===== config.mk =====
export PLATFORM = sky130hd
export DESIGN_NAME = id_ex_pipe_reg
export DESIGN_NICKNAME = d
export VERILOG_FILES = /design/src/rtl/id_ex_pipe_reg.sv
export SDC_FILE = /design/constraint.sdc
export NUM_CORES = 1
export LEC_CHECK = 0
export CAP_MARGIN = 10
export CORE_MARGIN = 2
export CORE_UTILIZATION = 35
export CTS_BUF_LIST = sky130_fd_sc_hd__clkbuf_4
export DETAILED_ROUTE_END_ITERATION = 8
export PLACE_DENSITY = 0.7
export SETUP_SLACK_MARGIN = 0.5
export SLEW_MARGIN = 15
export SYNTH_ARGS = -nofsm -noshare
export SYNTH_HDL_FRONTEND = slang
export SYNTH_SLANG_ARGS = --single-unit

===== constraint.sdc =====
create_clock -name clk_i -period 5.1 [get_ports clk_i]
set_input_delay 0.51 -clock clk_i [delete_from_list [all_inputs] [get_ports clk_i]]
set_output_delay 0.51 -clock clk_i [all_outputs]
set_load 0.005 [all_outputs]

===== src/rtl/id_ex_pipe_reg.sv =====
// ID/EX pipeline register: captures register-file reads and decoded control into EX,
// with flush, external stall and load-use bubble insertion plus a saturating bubble counter.
module id_ex_pipe_reg #(
  parameter int DATA_W   = 16,
  parameter int REG_ID_W = 4,
  parameter int ALU_OP_W = 4,
  parameter int CNT_W    = 16
) (
  input  logic                clk_i,
  input  logic                rst_i,
  input  logic                stall_i,
  input  logic                flush_i,
  input  logic                id_valid_i,
  input  logic [REG_ID_W-1:0] id_src_reg1_i,
  input  logic [REG_ID_W-1:0] id_src_reg2_i,
  input  logic                id_uses_src1_i,
  input  logic                id_uses_src2_i,
  input  logic [REG_ID_W-1:0] id_dst_reg_i,
  input  logic                id_write_reg_i,
  input  logic                id_mem_read_i,
  input  logic                id_mem_write_i,
  input  logic [ALU_OP_W-1:0] id_alu_op_i,
  input  logic [DATA_W-1:0]   id_src_data1_i,
  input  logic [DATA_W-1:0]   id_src_data2_i,
  input  logic [DATA_W-1:0]   id_imm_i,
  input  logic [DATA_W-1:0]   id_pc_plus2_i,
  output logic [REG_ID_W-1:0] ex_src_reg1_o,
  output logic [REG_ID_W-1:0] ex_src_reg2_o,
  output logic                ex_uses_src1_o,
  output logic                ex_uses_src2_o,
  output logic [REG_ID_W-1:0] ex_dst_reg_o,
  output logic                ex_write_reg_o,
  output logic                ex_mem_read_o,
  output logic                ex_mem_write_o,
  output logic [ALU_OP_W-1:0] ex_alu_op_o,
  output logic [DATA_W-1:0]   ex_src_data1_o,
  output logic [DATA_W-1:0]   ex_src_data2_o,
  output logic [DATA_W-1:0]   ex_imm_o,
  output logic [DATA_W-1:0]   ex_pc_plus2_o,
  output logic                ex_valid_o,
  output logic                load_use_stall_o,
  output logic [CNT_W-1:0]    bubble_count_o
);

  typedef struct packed {
    logic [REG_ID_W-1:0] src_reg1;
    logic [REG_ID_W-1:0] src_reg2;
    logic                uses_src1;
    logic                uses_src2;
    logic [REG_ID_W-1:0] dst_reg;
    logic                write_reg;
    logic                mem_read;
    logic                mem_write;
    logic [ALU_OP_W-1:0] alu_op;
    logic [DATA_W-1:0]   src_data1;
    logic [DATA_W-1:0]   src_data2;
    logic [DATA_W-1:0]   imm;
    logic [DATA_W-1:0]   pc_plus2;
  } stage_t;

  localparam logic [CNT_W-1:0] CntMax = {CNT_W{1'b1}};

  stage_t            idStage;
  stage_t            exStage_q, exStage_d;
  logic              exValid_q, exValid_d;
  logic [CNT_W-1:0]  bubbleCnt_q, bubbleCnt_d;
  logic              srcHit;
  logic              hazard;

  assign idStage = '{
    src_reg1:  id_src_reg1_i,
    src_reg2:  id_src_reg2_i,
    uses_src1: id_uses_src1_i,
    uses_src2: id_uses_src2_i,
    dst_reg:   id_dst_reg_i,
    write_reg: id_write_reg_i,
    mem_read:  id_mem_read_i,
    mem_write: id_mem_write_i,
    alu_op:    id_alu_op_i,
    src_data1: id_src_data1_i,
    src_data2: id_src_data2_i,
    imm:       id_imm_i,
    pc_plus2:  id_pc_plus2_i
  };

  // A load in EX whose destination is read by the valid ID instruction; R0 gets no exemption.
  always_comb begin
    srcHit = (id_uses_src1_i && (id_src_reg1_i == exStage_q.dst_reg)) ||
             (id_uses_src2_i && (id_src_reg2_i == exStage_q.dst_reg));
    hazard = exValid_q && exStage_q.mem_read && exStage_q.write_reg &&
             id_valid_i && srcHit;
  end

  assign load_use_stall_o = hazard && !flush_i;

  always_comb begin
    exStage_d   = exStage_q;
    exValid_d   = exValid_q;
    bubbleCnt_d = bubbleCnt_q;
    if (flush_i) begin
      exStage_d = '0;
      exValid_d = 1'b0;
    end else if (stall_i) begin
      exStage_d = exStage_q;
      exValid_d = exValid_q;
    end else if (hazard) begin
      exStage_d = '0;
      exValid_d = 1'b0;
      if (bubbleCnt_q != CntMax) begin
        bubbleCnt_d = bubbleCnt_q + CNT_W'(1);
      end
    end else begin
      exStage_d = idStage;
      exValid_d = id_valid_i;
    end
  end

  always_ff @(posedge clk_i) begin
    if (!rst_i) begin
      exStage_q   <= '0;
      exValid_q   <= 1'b0;
      bubbleCnt_q <= '0;
    end else begin
      exStage_q   <= exStage_d;
      exValid_q   <= exValid_d;
      bubbleCnt_q <= bubbleCnt_d;
    end
  end

  assign ex_src_reg1_o  = exStage_q.src_reg1;
  assign ex_src_reg2_o  = exStage_q.src_reg2;
  assign ex_uses_src1_o = exStage_q.uses_src1;
  assign ex_uses_src2_o = exStage_q.uses_src2;
  assign ex_dst_reg_o   = exStage_q.dst_reg;
  assign ex_write_reg_o = exStage_q.write_reg;
  assign ex_mem_read_o  = exStage_q.mem_read;
  assign ex_mem_write_o = exStage_q.mem_write;
  assign ex_alu_op_o    = exStage_q.alu_op;
  assign ex_src_data1_o = exStage_q.src_data1;
  assign ex_src_data2_o = exStage_q.src_data2;
  assign ex_imm_o       = exStage_q.imm;
  assign ex_pc_plus2_o  = exStage_q.pc_plus2;
  assign ex_valid_o     = exValid_q;
  assign bubble_count_o = bubbleCnt_q;

endmodule


==> summary.txt <==
Clock network
  – Clock Sinks: 102
  – H-tree depth: 3
  – CTS tree: done
  – Root Driver: clkbuf_4
  – Worst-Skew Late Latency: approximately 450 ps
  – CTS Buffer Depth: 2
  – CTS Hold Bufs: 0
  – Num CTS Buffers: 9
  – Post-CTS setup buffer count: 0
  – CTS resizes: 0
  – Reg clk slew, reported paths: around 150 ps

Place
  – GPL Wtd Cong: 0.710
  – Dpl cells: 789
  – Port Buf Inserts: 192
  – DP HPWL: 8.15 mm

Timing
  – Max Clock Skew: 18.2 ps
  – RSZ-0062 raised after global routing: no
  – Worst-Margin Slew: 969 ps
  – Rel. slew slack: 0.354
  – Final hold vios: 0
  – Max Slew Vio Count: 0
  – Setup TNS: 0 ps
  – Final hold slack: 471 ps
  – Final period utilization: 0.590
  – # setup viols final: 0
  – Min Tclk post-route: between 3000 and 4000 ps
  – Fmax: ~330 MHz

Logic synthesis
  – Largest cells by area after synthesis: dfxtp_1 49%, nand3b_1 15%, a21oi_1 12%
  – Synthesized area per cell: 8.47 µm²
  – Sequential cell area fraction in the yosys report: 0.489
  – Cell taking the most area after synthesis: dfxtp_1
  – Yosys warns: 0
  – Post-synth EDFFs: 0
  – Synth top area share: 0.489
  – Synth Flop Type: dfxtp_1
  – Post-Syn Area: 0.00418 mm²
  – Cells after Synth: between 400 and 500
  – Synthesis-stage register bit count: 102
  – Post-Syn Nets: 584
  – Post-synth ARST share: 0
  – Synth unique cells: 33

Drt
  – DRT Wirelength: 11.9 mm
  – Violation count after the first detailed-route iteration: 273
  – Final ANT Viol Nets: 0
  – Drt first pass iters: 6
  – Avg WL per Cell: 14.8 µm
  – DR DRC count: 15
  – Via count: 4,040
  – Vias per cell: around 5

Global routing
  – Met1 Use GR: 0.223
  – GRT Total Usage: 0.180
  – Global-route wire length before repair: 18.8 mm
  – Vias in the first global route: 3,760
  – Total gr overflow: 0
  – Largest net degree at the start of global routing: 89
  – Grt met2 use: 0.299
  – Met3 GRT Util: 0.0514
  – Initial antenna violation count: 0
  – GR peak layer: met2

Worst setup path
  – Startpoint Class: primary input
  – CP Max Fanout: 5
  – Worst R2R Path Depth: 7
  – Worst Setup Path Type: primary input to output port
  – CP arrival: 2500 ps
  – Worst EP required: 4590 ps
  – Crit end category: output port

Cells and area
  – Multi-input gate area: 0.00197 mm²
  – Final nets: 748
  – Register area: 0.00204 mm²
  – Fraction of layout cells with a size suffix above 1: 0.0378
  – Fill cells: 1,076
  – Non-filler instance count after layout: between 800 and 900
  – P&R area growth vs syn: 50.9%
  – # diodes: 0

Run
  – Max-capacitance violation count: 0

Floorplan
  – Die X-Extent: 113 µm
  – Initial Util: 0.363
  – Area of the core: 0.0115 mm²
  – # rows: 39
  – Die H: 113 µm
  – I/O pin count: 193
  – Die area: 0.0128 mm²

Status
  – Violated checks: DRC
  – Status: complete, but fails checks

Power and ir drop
  – Tot Pwr: roughly 1.5 mW
  – Leak: 2.11 nW
  – Cell Pwr Density: 239 mW/mm²
  – IR drop worst, VDD: 134 µV

Hold path
  – Worst min path class: register to register
  – Worst hold stages: 2
## where the power goes
part	internal (mW)	switching [mW]	leakage, nW
clock	0.201	0.278	0.0883
combinational	0.126	0.0723	1.19
sequential	0.819	0.0118	0.829
## layout by cell type, fill, tap and decap left out, types with 7 or more instances in the layout
cell | netlist | layout
nand3b_1 | 86 | 86
o21ai_0 | 9 | 9
dfxtp_1 | 102 | 102
clkdlybuf4s50_1 | 0 | 191
nor2_1 | 8 | 8
nand2_1 | 96 | 96
or3_1 | 8 | 8
a21oi_1 | 96 | 96
clkbuf_4 | 0 | 9
xor2_1 | 7 | 7
## Yosys cell counts, drive strengths merged, types with 3 or more instances
cell type and count:
or3 8, a21oi 96, nor2 9, nand3 4
and3 3, nand2 96, buf 6, xor2 7
nand3b 86, o21ai 10, inv 4, xnor2 4
dfxtp 102, clkbuf 35, nand4 3
## critical path: stages
cell and delay [ps]:
clkdlybuf4s50_1 450, xor2_1 160, nor4_1 300, and3_1 390, nor2_4 80, nor2_1 110
clkdlybuf4s50_1 510
## path summary, 6_finish.rpt
kind / from / end / slack [ps]
min reg2reg: ex_imm_o[4] / ex_imm_o[4] / 470
min: ex_imm_o[4] / ex_imm_o[4] / 470
max: id_src_reg1_i[0] / load_use_stall_o / 2090
max reg2reg: ex_dst_reg_o[3] / ex_src_reg2_o[3] / 2750
## state kept, by name (all words and copies together) (netlist names), 4 cells and up
| register | cells |
|---|---|
| ex_pc_plus2_o | 16 |
| ex_src_data1_o | 16 |
| ex_alu_op_o | 4 |
| ex_src_data2_o | 16 |
| ex_dst_reg_o | 4 |
| ex_imm_o | 16 |
| bubble_count_o | 16 |
| ex_src_reg2_o | 4 |
| ex_src_reg1_o | 4 |
## kinds of logic (layout without fill, tap and decap cells)
| kind of cell | after synthesis | after routing | share of synthesized area |
|---|---|---|---|
| compound gates | 113 | 113 | 0.146 |
| xor+xnor | 11 | 11 | 0.0231 |
| fa+ha+maj | 1 | 1 | 0.00299 |
| buf+inv | 45 | 214 | 0.0422 |
| flops | 102 | 102 | 0.489 |
| mux | 1 | 1 | 0.00240 |
| simple gates | 220 | 220 | 0.295 |
## layer usage
| layer | vias up | share of wire |
|---|---|---|
| met1 | 1880 | 0.41 |
| met3 | 15 | 0.088 |
| met4 | 0 | 0.018 |
| met5 | - | 0 |
| met2 | 122 | 0.48 |
| li1 | 2023 | - |
## metrics by stage
step | area, µm² | utilization | setup WS [ps]
after CTS | 6300 | 0.547 | 2060
final | 6300 | 0.547 | 2090
after global routing | 6300 | 0.547 | 1970
after global placement | 6140 | 0.533 | 2130
after floorplan | 4180 | - | 3030
after detailed placement | 6140 | 0.533 | 2070
## final cells by class
class,count,area share
clock inverters,7,0.0151
well taps,143,0.0284
flip-flops and latches,102,0.324
repair buffers,194,0.307
clock buffers,9,0.0107
multi-input cells,346,0.313
inverters,4,0.00238
Note: power is estimated with default switching activity, not from simulation.
